`config.mk`:
```
export PLATFORM = sky130hd
export DESIGN_NAME = mac_column_sequencer_flat
export DESIGN_NICKNAME = d
export VERILOG_FILES = /design/src/rtl/mac_column_sequencer_pkg.sv /design/src/rtl/mac_column_sequencer_if.sv /design/src/rtl/mac_psum_accumulator.sv /design/src/rtl/mac_column_sequencer.sv /design/src/flat_wrapper.sv
export SDC_FILE = /design/constraint.sdc
export NUM_CORES = 1
export LEC_CHECK = 0
export ABC_CLOCK_PERIOD_IN_PS = 5230
export BUFFER_PORTS_ARGS = -buffer_cell sky130_fd_sc_hd__clkbuf_2
export CORE_ASPECT_RATIO = 1.4
export CORE_MARGIN = 4
export CORE_UTILIZATION = 45
export CTS_CLUSTER_SIZE = 30
export DETAILED_ROUTE_END_ITERATION = 8
export GPL_ROUTABILITY_DRIVEN = 0
export GPL_TIMING_DRIVEN = 0
export SKIP_CTS_REPAIR_TIMING = 1
export SKIP_LAST_GASP = 1
export SLEW_MARGIN = 20
export SYNTH_ARGS = -nofsm -noshare
export SYNTH_HDL_FRONTEND = slang
export SYNTH_SLANG_ARGS = --single-unit
```
`constraint.sdc`:
```
create_clock -name i_clk -period 5.23 [get_ports i_clk]
set_clock_uncertainty 0.05 [all_clocks]
set_input_delay 0.7845 -clock i_clk [delete_from_list [all_inputs] [get_ports i_clk]]
set_output_delay 0.7845 -clock i_clk [all_outputs]
set_load 0.01 [all_outputs]
```
`src/rtl/mac_column_sequencer_pkg.sv`:
```
`default_nettype none
// ============================================================================
//  Module      : mac_seq_pkg
//  Description : Shared definitions for the MAC column sequencer.
//                - default parameter values (operand, column, address and
//                  counter widths, kernel size limit)
//                - accumulator sizing rule
//                - sequencer state encoding (IDLE/READ/DRAIN/OUT/FIN)
//  Ports       : none (package)
//  Revision    : 1.0 - initial release
// ============================================================================
package mac_seq_pkg;

    localparam int DATA_WIDTH_DEF       = 8;
    localparam int COLUMN_NUM_DEF       = 6;
    // Product of two DATA_WIDTH operands summed over COLUMN_NUM MACs.
    localparam int COLUMN_OUT_WIDTH_DEF = 2 * DATA_WIDTH_DEF + $clog2(COLUMN_NUM_DEF);
    localparam int KW_MAX_DEF           = 8;
    localparam int ADDR_WIDTH_DEF       = 8;
    localparam int CNT_WIDTH_DEF        = 10;
    localparam int ACC_GUARD_BITS       = 2;

    // The accumulator must hold KW_MAX column sums without overflow; a couple
    // of guard bits are added on top of the strict minimum.
    function automatic int acc_width_rule(input int col_out_width, input int kw_max);
        return col_out_width + $clog2(kw_max) + ACC_GUARD_BITS;
    endfunction

    localparam int ACC_WIDTH_DEF = acc_width_rule(COLUMN_OUT_WIDTH_DEF, KW_MAX_DEF);

    localparam logic [2:0] ST_IDLE  = 3'd0;
    localparam logic [2:0] ST_READ  = 3'd1;
    localparam logic [2:0] ST_DRAIN = 3'd2;
    localparam logic [2:0] ST_OUT   = 3'd3;
    localparam logic [2:0] ST_FIN   = 3'd4;

    typedef enum logic [2:0] {
        IDLE  = ST_IDLE,
        READ  = ST_READ,
        DRAIN = ST_DRAIN,
        OUT   = ST_OUT,
        FIN   = ST_FIN
    } seq_state_e;

endpackage
`default_nettype wire

```
`src/rtl/mac_column_sequencer_if.sv`:
```
`default_nettype none
// ============================================================================
//  Module      : mac_column_sequencer_if
//  Description : Bus bundle between the layer controller / buffers / MAC
//                column (master side) and the column sequencer (slave side).
//  Signals     : start, kw, num_out, base_addr   - job configuration
//                rd_en, img_addr, wgt_addr        - buffer read port
//                psum_column                      - column sum, 1 cycle after rd_en
//                result, result_valid, result_ready - result handshake
//                busy, done                       - job status
//  Revision    : 1.0 - initial release
// ============================================================================
interface mac_column_sequencer_if
    import mac_seq_pkg::*;
#(
    parameter int COLUMN_OUT_WIDTH = COLUMN_OUT_WIDTH_DEF,
    parameter int ACC_WIDTH        = ACC_WIDTH_DEF,
    parameter int KW_MAX           = KW_MAX_DEF,
    parameter int ADDR_WIDTH       = ADDR_WIDTH_DEF,
    parameter int CNT_WIDTH        = CNT_WIDTH_DEF
);

    localparam int KW_W = $clog2(KW_MAX) + 1;

    logic                        start;
    logic [KW_W-1:0]             kw;
    logic [CNT_WIDTH-1:0]        num_out;
    logic [ADDR_WIDTH-1:0]       base_addr;
    logic                        rd_en;
    logic [ADDR_WIDTH-1:0]       img_addr;
    logic [ADDR_WIDTH-1:0]       wgt_addr;
    logic [COLUMN_OUT_WIDTH-1:0] psum_column;
    logic [ACC_WIDTH-1:0]        result;
    logic                        result_valid;
    logic                        result_ready;
    logic                        busy;
    logic                        done;

    modport master (
        output start, kw, num_out, base_addr, psum_column, result_ready,
        input  rd_en, img_addr, wgt_addr, result, result_valid, busy, done
    );

    modport slave (
        input  start, kw, num_out, base_addr, psum_column, result_ready,
        output rd_en, img_addr, wgt_addr, result, result_valid, busy, done
    );

endinterface
`default_nettype wire

```
`src/rtl/mac_psum_accumulator.sv`:
```
`default_nettype none
// ============================================================================
//  Module      : mac_psum_accumulator
//  Description : Accumulates signed column partial sums over one window.
//                The first sum of a window overwrites the accumulator; later
//                ones add to it (two's-complement wrap). On load_out the
//                final window value (including the sum arriving that cycle)
//                is captured into the result register.
//                Build option MAC_SEQ_RELU_EN: negative results are clamped
//                to zero at the result register.
//  Ports       : clk, rst   - clock, synchronous active-high reset
//                acc_en     - psum is valid this cycle
//                first      - psum belongs to column 0 of the window
//                load_out   - capture window result
//                psum       - signed column sum
//                result     - registered window result
//  Revision    : 1.0 - initial release
// ============================================================================
module mac_psum_accumulator
    import mac_seq_pkg::*;
#(
    parameter int COLUMN_OUT_WIDTH = COLUMN_OUT_WIDTH_DEF,
    parameter int ACC_WIDTH        = ACC_WIDTH_DEF
) (
    input  wire logic                        clk,
    input  wire logic                        rst,
    input  wire logic                        acc_en,
    input  wire logic                        first,
    input  wire logic                        load_out,
    input  wire logic [COLUMN_OUT_WIDTH-1:0] psum,
    output logic      [ACC_WIDTH-1:0]        result
);

    logic [ACC_WIDTH-1:0] r_acc;
    logic [ACC_WIDTH-1:0] r_result;
    logic [ACC_WIDTH-1:0] w_psum_ext;
    logic [ACC_WIDTH-1:0] w_acc_next;
    logic [ACC_WIDTH-1:0] w_out;

    assign w_psum_ext = {{(ACC_WIDTH - COLUMN_OUT_WIDTH){psum[COLUMN_OUT_WIDTH-1]}}, psum};
    assign w_acc_next = (first ? '0 : r_acc) + w_psum_ext;

`ifdef MAC_SEQ_RELU_EN
    assign w_out = w_acc_next[ACC_WIDTH-1] ? '0 : w_acc_next;
`else
    assign w_out = w_acc_next;
`endif

    always_ff @(posedge clk) begin
        if (rst) begin
            r_acc    <= '0;
            r_result <= '0;
        end else begin
            if (acc_en) begin
                r_acc <= w_acc_next;
            end
            if (load_out) begin
                r_result <= w_out;
            end
        end
    end

    assign result = r_result;

endmodule
`default_nettype wire

```
`src/rtl/mac_column_sequencer.sv`:
```
`default_nettype none
// ============================================================================
//  Module      : mac_column_sequencer
//  Description : Sequences one MAC column over a convolution window. For each
//                output pixel it issues kw reads (image address base+pix+col,
//                weight address col), accumulates the returned column sums
//                and offers one result per pixel on a valid/ready handshake.
//                Build option MAC_SEQ_RELU_EN (in mac_psum_accumulator)
//                applies ReLU to each result; timing is unchanged.
//  Ports       : i_clk  - clock
//                i_rst  - synchronous active-high reset (aborts without done)
//                bus    - mac_column_sequencer_if.slave (config, buffer reads,
//                         column sums, result handshake, busy/done)
//  Revision    : 1.0 - initial release
// ============================================================================
module mac_column_sequencer
    import mac_seq_pkg::*;
#(
    parameter int COLUMN_OUT_WIDTH = COLUMN_OUT_WIDTH_DEF,
    parameter int ACC_WIDTH        = ACC_WIDTH_DEF,
    parameter int KW_MAX           = KW_MAX_DEF,
    parameter int ADDR_WIDTH       = ADDR_WIDTH_DEF,
    parameter int CNT_WIDTH        = CNT_WIDTH_DEF
) (
    input wire logic               i_clk,
    input wire logic               i_rst,
    mac_column_sequencer_if.slave  bus
);

    localparam int KW_W = $clog2(KW_MAX) + 1;

    seq_state_e            r_state;
    logic [KW_W-1:0]       r_kw;
    logic [KW_W-1:0]       r_col;
    logic [CNT_WIDTH-1:0]  r_num_out;
    logic [CNT_WIDTH-1:0]  r_pix;
    logic [ADDR_WIDTH-1:0] r_base;
    logic                  r_rd_en;
    logic [ADDR_WIDTH-1:0] r_img_addr;
    logic [ADDR_WIDTH-1:0] r_wgt_addr;
    logic                  r_result_valid;
    logic                  r_busy;
    logic                  r_done;
    logic                  r_acc_en;
    logic                  r_acc_first;
    logic                  w_load_out;
    logic [ACC_WIDTH-1:0]  w_result;

    // Image address wraps modulo 2^ADDR_WIDTH.
    function automatic logic [ADDR_WIDTH-1:0] f_img_addr(
        input logic [ADDR_WIDTH-1:0] base,
        input logic [CNT_WIDTH-1:0]  pix,
        input logic [KW_W-1:0]       col
    );
        return base + ADDR_WIDTH'(pix) + ADDR_WIDTH'(col);
    endfunction

    always_ff @(posedge i_clk) begin
        if (i_rst) begin
            r_state        <= IDLE;
            r_kw           <= '0;
            r_col          <= '0;
            r_num_out      <= '0;
            r_pix          <= '0;
            r_base         <= '0;
            r_rd_en        <= 1'b0;
            r_img_addr     <= '0;
            r_wgt_addr     <= '0;
            r_result_valid <= 1'b0;
            r_busy         <= 1'b0;
            r_done         <= 1'b0;
            r_acc_en       <= 1'b0;
            r_acc_first    <= 1'b0;
        end else begin
            r_done      <= 1'b0;
            // Column sums return one cycle after each read.
            r_acc_en    <= r_rd_en;
            r_acc_first <= r_rd_en && (r_col == '0);

            unique case (r_state)
                IDLE: begin
                    if (bus.start) begin
                        r_kw      <= (bus.kw == '0) ? KW_W'(1) : bus.kw;
                        r_num_out <= bus.num_out;
                        r_base    <= bus.base_addr;
                        r_pix     <= '0;
                        r_col     <= '0;
                        r_busy    <= 1'b1;
                        if (bus.num_out == '0) begin
                            r_state <= FIN;
                        end else begin
                            // First read is issued in the first READ cycle.
                            r_state    <= READ;
                            r_rd_en    <= 1'b1;
                            r_img_addr <= bus.base_addr;
                            r_wgt_addr <= '0;
                        end
                    end
                end

                READ: begin
                    if (r_col == r_kw - KW_W'(1)) begin
                        r_rd_en <= 1'b0;
                        r_state <= DRAIN;
                    end else begin
                        r_col      <= r_col + KW_W'(1);
                        r_img_addr <= f_img_addr(r_base, r_pix, r_col + KW_W'(1));
                        r_wgt_addr <= ADDR_WIDTH'(r_col + KW_W'(1));
                    end
                end

                DRAIN: begin
                    r_result_valid <= 1'b1;
                    r_state        <= OUT;
                end

                OUT: begin
                    if (bus.result_ready) begin
                        r_result_valid <= 1'b0;
                        if (r_pix == r_num_out - CNT_WIDTH'(1)) begin
                            r_state <= FIN;
                        end else begin
                            r_pix      <= r_pix + CNT_WIDTH'(1);
                            r_col      <= '0;
                            r_rd_en    <= 1'b1;
                            r_img_addr <= f_img_addr(r_base, r_pix + CNT_WIDTH'(1), '0);
                            r_wgt_addr <= '0;
                            r_state    <= READ;
                        end
                    end
                end

                FIN: begin
                    r_done  <= 1'b1;
                    r_busy  <= 1'b0;
                    r_state <= IDLE;
                end

                default: begin
                    r_state <= IDLE;
                end
            endcase
        end
    end

    // The DRAIN cycle carries the last column sum; the result register
    // captures the completed window in the same edge that enters OUT.
    assign w_load_out = (r_state == DRAIN);

    mac_psum_accumulator #(
        .COLUMN_OUT_WIDTH (COLUMN_OUT_WIDTH),
        .ACC_WIDTH        (ACC_WIDTH)
    ) u_acc (
        .clk      (i_clk),
        .rst      (i_rst),
        .acc_en   (r_acc_en),
        .first    (r_acc_first),
        .load_out (w_load_out),
        .psum     (bus.psum_column),
        .result   (w_result)
    );

    assign bus.rd_en        = r_rd_en;
    assign bus.img_addr     = r_img_addr;
    assign bus.wgt_addr     = r_wgt_addr;
    assign bus.result       = w_result;
    assign bus.result_valid = r_result_valid;
    assign bus.busy         = r_busy;
    assign bus.done         = r_done;

endmodule
`default_nettype wire

```
`src/flat_wrapper.sv`:
```
// flat-port wrapper written by rule: the top's interface ports become plain ports
module mac_column_sequencer_flat import mac_seq_pkg::*;
#(
    parameter int COLUMN_OUT_WIDTH = COLUMN_OUT_WIDTH_DEF,
    parameter int ACC_WIDTH        = ACC_WIDTH_DEF,
    parameter int KW_MAX           = KW_MAX_DEF,
    parameter int ADDR_WIDTH       = ADDR_WIDTH_DEF,
    parameter int CNT_WIDTH        = CNT_WIDTH_DEF
)
  (i_clk, i_rst, bus_start, bus_kw, bus_num_out, bus_base_addr, bus_psum_column, bus_result_ready, bus_rd_en, bus_img_addr, bus_wgt_addr, bus_result, bus_result_valid, bus_busy, bus_done);
  mac_column_sequencer_if #(.COLUMN_OUT_WIDTH(COLUMN_OUT_WIDTH), .ACC_WIDTH(ACC_WIDTH), .KW_MAX(KW_MAX), .ADDR_WIDTH(ADDR_WIDTH), .CNT_WIDTH(CNT_WIDTH)) bus_i ();
  input wire logic i_clk;
  input wire logic i_rst;
  input wire logic [$bits(bus_i.start)-1:0] bus_start;
  input wire logic [$bits(bus_i.kw)-1:0] bus_kw;
  input wire logic [$bits(bus_i.num_out)-1:0] bus_num_out;
  input wire logic [$bits(bus_i.base_addr)-1:0] bus_base_addr;
  input wire logic [$bits(bus_i.psum_column)-1:0] bus_psum_column;
  input wire logic [$bits(bus_i.result_ready)-1:0] bus_result_ready;
  output wire logic [$bits(bus_i.rd_en)-1:0] bus_rd_en;
  output wire logic [$bits(bus_i.img_addr)-1:0] bus_img_addr;
  output wire logic [$bits(bus_i.wgt_addr)-1:0] bus_wgt_addr;
  output wire logic [$bits(bus_i.result)-1:0] bus_result;
  output wire logic [$bits(bus_i.result_valid)-1:0] bus_result_valid;
  output wire logic [$bits(bus_i.busy)-1:0] bus_busy;
  output wire logic [$bits(bus_i.done)-1:0] bus_done;
  assign bus_i.start = bus_start;
  assign bus_i.kw = bus_kw;
  assign bus_i.num_out = bus_num_out;
  assign bus_i.base_addr = bus_base_addr;
  assign bus_i.psum_column = bus_psum_column;
  assign bus_i.result_ready = bus_result_ready;
  assign bus_rd_en = bus_i.rd_en;
  assign bus_img_addr = bus_i.img_addr;
  assign bus_wgt_addr = bus_i.wgt_addr;
  assign bus_result = bus_i.result;
  assign bus_result_valid = bus_i.result_valid;
  assign bus_busy = bus_i.busy;
  assign bus_done = bus_i.done;
  mac_column_sequencer #(.COLUMN_OUT_WIDTH(COLUMN_OUT_WIDTH), .ACC_WIDTH(ACC_WIDTH), .KW_MAX(KW_MAX), .ADDR_WIDTH(ADDR_WIDTH), .CNT_WIDTH(CNT_WIDTH)) u_core (.i_clk(i_clk), .i_rst(i_rst), .bus(bus_i));
endmodule
```
**Word level (Yosys, flattened, before mapping)**

Cells that the tools add are included.
W data, S select, Z words.

- Add/subtract/negate cells: 9
- Eq/ne operators: 12
- Multiplexer cells: 40
- Reductions and logical operators: 17

Operators with widths:

| operator | count |
|---|---|
| $mux W8 | 10 |
| $pmux W8 S3 | 2 |
| $mux W10 | 3 |
| $add A24 B24 Y24 | 1 |
| $mux W24 | 1 |
| $mux W4 | 5 |
| $pmux W10 S2 | 1 |
| $add A8 B8 Y8 | 2 |
| $mux W3 | 5 |
| $pmux W3 S4 | 1 |
| $pmux W4 S3 | 1 |
| $reduce_and A6 Y1 | 2 |
| $add A10 B1 Y10 const B | 1 |
| $eq A10 B10 Y1 | 1 |
| $logic_not A10 Y1 | 1 |
| $ne A2 B2 Y1 const B | 5 |
| $sub A10 B1 Y10 const B | 1 |
| $add A8 B4 Y8 | 1 |
| $logic_not A4 Y1 | 2 |
| $mux W1 | 8 |
| $eq A3 B2 Y1 const B | 2 |
| $reduce_and A2 Y1 | 3 |
| $reduce_bool A2 Y1 | 3 |
| $add A4 B1 Y5 const B | 1 |
| 14 further kinds | 15 |

- Register bits after elaboration: 109
- Input bits: 45
- Output and inout bits: 44
- Logic and storage cells: 94

**Longest topological paths before layout**

- Depth after elaboration: 5
- Gate-level depth with buffers: 15
- Gate-level depth less buffers: 15

**Modules after synthesis**

Synthesis repeated with hierarchy kept, for this count alone.

- Cell total of the unflattened synthesis: 948
- Area total of the unflattened synthesis: 7,521.0 um^2

By module, submodules not included:

| module | instances | cells each | area an instance (um^2) | seq. area each (um^2) |
|---|---|---|---|---|
| mac_column_sequencer | 1 | 482 | 4,006.3 | 1,161.1 |
| mac_psum_accumulator | 1 | 466 | 3,514.6 | 960.9 |

**Least setup slack after synthesis**

OpenSTA, ideal clock, no wires.

- Path kind: reg-to-reg
- Start point: register u_core.r_col[0]
- End point: register u_core.r_img_addr[5] (netlist: u_core.bus.img_addr[5])
- Setup time: 116 ps
- Data arrival time: 2,779 ps
- Data required time: 5,064 ps
- Path slack: 2,284 ps
- Stages on the path, launching flop included: 15
- Buffers on the path: 0
- Clock period less this slack: 2,946 ps
- Cell sequence: dfxtp_1 -> inv_1 -> ha_1 -> inv_1 -> fa_1 -> inv_1 -> ha_1 -> inv_1 -> fa_1 -> nor2b_1 -> o31a_1 -> a211o_1 -> o221ai_1 -> or3_1 -> o211a_1

- Cells in the longest elaborated chain, start to end: 4
- Elaborated cells between the ends (all ways): 7
- Those cells by class: add/sub: 2; eq/ne: 2; mux: 2; reduce/logical: 1

RTL lines:

| element | line | source |
|---|---|---|
| start, declared | mac_column_sequencer.sv:34 | `logic [KW_W-1:0] r_col;` |
| start signal, assigned | mac_column_sequencer.sv:106 | `r_col <= r_col + KW_W'(1);` |
| $add A4 B1 Y4 | mac_column_sequencer.sv:107 | `r_img_addr <= f_img_addr(r_base, r_pix, r_col + KW_W'(1));` |
| $add A8 B4 Y8 | mac_column_sequencer.sv:55 | `return base + ADDR_WIDTH'(pix) + ADDR_WIDTH'(col);` |
| $mux W8 | mac_column_sequencer.sv:102 | `if (r_col == r_kw - KW_W'(1)) begin` |
| $pmux W8 S3 | mac_column_sequencer.sv:80 | `unique case (r_state)` |
| end signal, assigned | mac_column_sequencer.sv:95 | `r_img_addr <= bus.base_addr;` |
| end signal, assigned | mac_column_sequencer.sv:107 |  |
| end signal, assigned | mac_column_sequencer.sv:126 | `r_img_addr <= f_img_addr(r_base, r_pix + CNT_WIDTH'(1), '0);` |
| end, declared | mac_column_sequencer.sv:39 | `logic [ADDR_WIDTH-1:0] r_img_addr;` |

Parallel ways exist; a longest one is shown, timed or not. The select of a mux whose other input is x is not followed.
A chain may end at the register's enable or synchronous reset.

**Worst setup path after layout**

- Start point: register u_core.r_acc_first
- End point: register u_core.u_acc.r_acc[22]

- Cells in the longest elaborated chain, start to end: 2

RTL lines:

| element | line | source |
|---|---|---|
| start, declared | mac_column_sequencer.sv:45 | `logic r_acc_first;` |
| start signal, assigned | mac_column_sequencer.sv:78 | `r_acc_first <= r_rd_en && (r_col == '0);` |
| $mux W24 | mac_psum_accumulator.sv:41 | `assign w_acc_next = (first ? '0 : r_acc) + w_psum_ext;` |
| $add A24 B24 Y24 | mac_psum_accumulator.sv:41 |  |
| end signal, assigned | mac_psum_accumulator.sv:55 | `r_acc <= w_acc_next;` |
| end, declared | mac_psum_accumulator.sv:34 | `logic [ACC_WIDTH-1:0] r_acc;` |

Every way passes these cells.

==> results.py <==
metrics = {
    "critical_path": {
        "reg2regPathDepth": 10,
        "cp_slowest_cell": "or4b_2",
        "crit_type": "reg -> reg",
        "critical_path_depth": 10,
        "cp.required_ns": 5.43,
        "crit_start": "u_core.r_acc_first",
        "critPathBufInv": 1,
        "regToRegStartpoint": "u_core.r_acc_first",
        "crit_end": "u_core.u_acc.r_acc[22]",
        "critPathArrivalTime_ns": 3.98,
        "path_max_fanout": 10,
        "r2r_end": "u_core.u_acc.r_acc[22]",
        "cp_top_family": "compound AO/OA/AOI/OAI gates",
        "critPathMaxStageDelay_ns": 0.65,
        "start_kind": "flop",
        "crit_chain": "clkbuf_1, nor2b_1, ha_1, a21oi_1, a211oi_1, o22ai_1, a31oi_1, a41oi_1, or4b_2, o311ai_0",
        "end_kind": "flop",
        "rrSetupSlack_ns": 1.45,
    },
    "clock_tree": {
        "cts_made_buffers": 9,
        "cts_max_path_buffers": 2,
        "worst_skew_pair.late_latency_ns": 0.37,
        "cts_root_buffer": "clkbuf_16",
        "htreeDepth": 3,
        "cts_tree": "built",
        "cts_sinks": 106,
        "clk_pin_slew_ns": 0.08,
    },
    "timing": {
        "relSlewSlack_pct": 37.1,
        "fin_hold_ws_ns": 0.406,
        "hold_violations": 0,
        "tightest_slew_ns": 0.937,
        "rsz0062_at_grt": "no",
        "finalSetupTns_ns": 0,
        "maxSlewViolCount": 0,
        "fmax_ghz": 0.264,
        "finalCriticalPeriod_ns": 3.78,
        "post-route-period-util_pct": 72.3,
        "setup_viol": 0,
    },
    "synth": {
        "ys_ff_latch": 106,
        "synth_edf_count": 0,
        "synth_area_per_cell_um2": 7.67,
        "synthesis.area_mm2": 0.00710,
        "syn_inst": 926,
        "yosys_warnings": 0,
        "yosys.cell_types.count": 65,
        "synth.yosys.seq_area_share_pct": 29.9,
        "synthArstFlopShare_pct": 0,
        "ys.flop_type": "dfxtp_1",
    },
    "global_route": {
        "grt_first_pass_wirelength_um": 34900,
        "grt_usage_pct": 24.8,
        "overflow": 0,
        "grt_max_degree": 20,
        "antenna_found_initial": 0,
        "first_global_vias": 6719,
    },
    "detailed_routing": {
        "wl_um": 21800,
        "avgViaCountPerCell": 5.68,
        "dr.pass1.iters": 5,
        "avgRoutedWirePerCell_um": 17.8,
        "post-route-drc-count": 0,
        "detail_route.iter0.violations": 472,
        "vias": 6962,
        "ant_nets": 0,
    },
    "power": {
        "cellPowerDensity_mw_per_mm2": 315,
        "vdd_drop_max_mv": 0.157,
        "p_leak_nw": 3.43,
    },
    "floorplanning": {
        "io_pins": 89,
        "core_area_mm2": 0.0155,
        "die_h_um": 157,
        "fp.dieArea_mm2": 0.0179,
        "start_util_pct": 45.7,
        "die_w_um": 114,
        "rows": 54,
    },
    "final_layout": {
        "syn_to_final_growth_pct": 13.9,
        "fin_nets": 1120,
        "antennaDiodeCount": 0,
        "finalNonFillerCells": 1225,
        "layout-drive-gt1-share_pct": 12.1,
    },
    "run": {
        "max-cap-violations": 0,
    },
    "placement": {
        "io_buffers": 85,
        "place_hpwl_um": 17100,
        "dp_cells": 1209,
    },
    "status": {
        "status": "completed",
    },
    "hold_path": {
        "hold_class": "reg -> reg",
    },
}
[flip-flops by register name, indices dropped and copies added (netlist names)]
| signal | count |
|---|---|
| u_core.r_col | 4 |
| u_core.bus.img_addr | 8 |
| u_core.r_pix | 10 |
| u_core.r_base | 8 |
| u_core.r_acc_en | 1 |
| u_core.bus.busy | 1 |
| u_core.bus.wgt_addr | 5 |
| u_core.u_acc.result | 24 |
| u_core.bus.done | 1 |
| u_core.r_num_out | 10 |
| u_core.r_acc_first | 1 |
| u_core.r_kw | 4 |
| u_core.bus.rd_en | 1 |
| u_core.u_acc.r_acc | 24 |
| u_core.bus.result_valid | 1 |
| u_core.r_state | 3 |
[kinds of logic (layout without fill, tap and decap cells)]
group	after synthesis	in the layout	synth area share [%]
simple gates	358	358	24.7
buf+inv	102	203	5.66
xor+xnor	46	46	5.67
mux	19	19	2.70
other cells	1	3	0.0528
flops	106	106	29.9
fa+ha+maj	51	51	9.73
compound gates	243	243	21.6
[cell type report]
| type | instances | area (µm²) |
|---|---|---|
| clock buffers | 9 | 225 |
| repair buffers | 85 | 425 |
| inverters | 44 | 165 |
| plain buffers | 58 | 236 |
| clock inverters | 7 | 81.3 |
| well taps | 196 | 245 |
| fillers | 1588 | 7450 |
| multi-input cells | 720 | 4590 |
| flip-flops and latches | 106 | 2120 |
[placed cells by master, fill, tap and decap left out, types with 4 or more instances in the layout]
cell type and instances:
a211oi_1 17, a21o_1 14, a21oi_1 92, a31oi_1 5
and3_1 7, buf_1 6, buf_4 4, clkbuf_1 45
clkbuf_16 9, clkbuf_2 85, dfxtp_1 106, fa_1 7
ha_1 44, inv_1 44, mux2i_1 18, nand2_1 116
nand2b_1 9, nand3_1 32, nand3b_1 4, nand4_1 15
nor2_1 73, nor2b_1 27, nor3_1 24, nor3b_1 6
nor4_1 5, o211ai_1 6, o21a_1 10, o21ai_0 39
o21bai_1 8, o221ai_1 5, o22ai_1 6, o311ai_0 7
o31ai_1 7, or2_2 5, or3_1 13, or4_1 9
xnor2_1 26, xor2_1 20
[metal layers]
layer | global-route usage [%] | part of all wire (%) | vias up
li1 | - | - | 3486
met1 | 27.8 | 40 | 3273
met2 | 45.8 | 53 | 151
met3 | 4.14 | 3.7 | 52
met4 | 10.1 | 3.6 | 0
met5 | 0 | 0 | -
[worst min-delay path by stage]
stage,from,end,slack [ns],cells after the start
3_3_place_gp,u_core.u_acc.r_acc[11],u_core.u_acc.r_acc[11],0.39,2
2_1_floorplan,u_core.u_acc.r_acc[17],u_core.u_acc.r_acc[17],0.37,2
6_report,u_core.u_acc.result[9],u_core.u_acc.result[9],0.41,2
5_1_grt,u_core.bus.img_addr[3],u_core.bus.img_addr[3],0.44,2
4_1_cts,u_core.u_acc.result[7],u_core.u_acc.result[7],0.41,2
3_5_place_dp,u_core.u_acc.r_acc[17],u_core.u_acc.r_acc[17],0.40,2
[power by group]
| group | internal [mW] | switching [mW] |
|---|---|---|
| clock network | 0.381 | 0.351 |
| logic | 0.324 | 0.537 |
| registers | 0.889 | 0.0686 |
[cells in the mapped netlist (6+ instances only)]
library cell | n | area (µm²)
o21a_1 | 10 | 75.1
o311ai_0 | 7 | 61.3
dfxtp_1 | 106 | 2120
nor2_1 | 73 | 274
o211ai_1 | 6 | 45.0
a21oi_1 | 92 | 460
o21bai_1 | 8 | 60.1
o31ai_1 | 7 | 52.6
ha_1 | 44 | 551
nor3_1 | 25 | 125
inv_1 | 44 | 165
nor3b_1 | 6 | 45.0
nand2b_1 | 9 | 56.3
xor2_1 | 20 | 175
a21o_1 | 14 | 105
a211oi_1 | 17 | 128
nand2_1 | 116 | 435
mux2i_1 | 18 | 180
and3_1 | 7 | 43.8
buf_1 | 6 | 22.5
o21ai_0 | 39 | 195
xnor2_1 | 26 | 228
nand4_1 | 15 | 93.8
nand3_1 | 32 | 160
or4_1 | 9 | 67.6
o22ai_1 | 6 | 37.5
nor2b_1 | 27 | 169
or3_1 | 13 | 81.3
clkbuf_1 | 45 | 169
fa_1 | 7 | 140
[worst reg2reg max path, cell delays in order (launching register included)]
cell and delay [ns]:
dfxtp_1 0.51, clkbuf_1 0.53, nor2b_1 0.12, ha_1 0.42
a21oi_1 0.11, a211oi_1 0.35, o22ai_1 0.23, a31oi_1 0.33
a41oi_1 0.25, or4b_2 0.65, o311ai_0 0.12
[metrics by stage]
stage               power (mW)  setup WS (ns)  instance area, µm²  utilization [%]
finish                    2.55           1.45                8090             52.1
global route              2.72           1.18                8090             52.1
CTS                       2.57           1.45                8090             52.1
detailed placement        1.83           1.47                7780             50.1
global placement          1.83           1.53                7780             50.1
floorplan                 1.58           2.28                7110                -
Power figures use the tool's default switching activity.
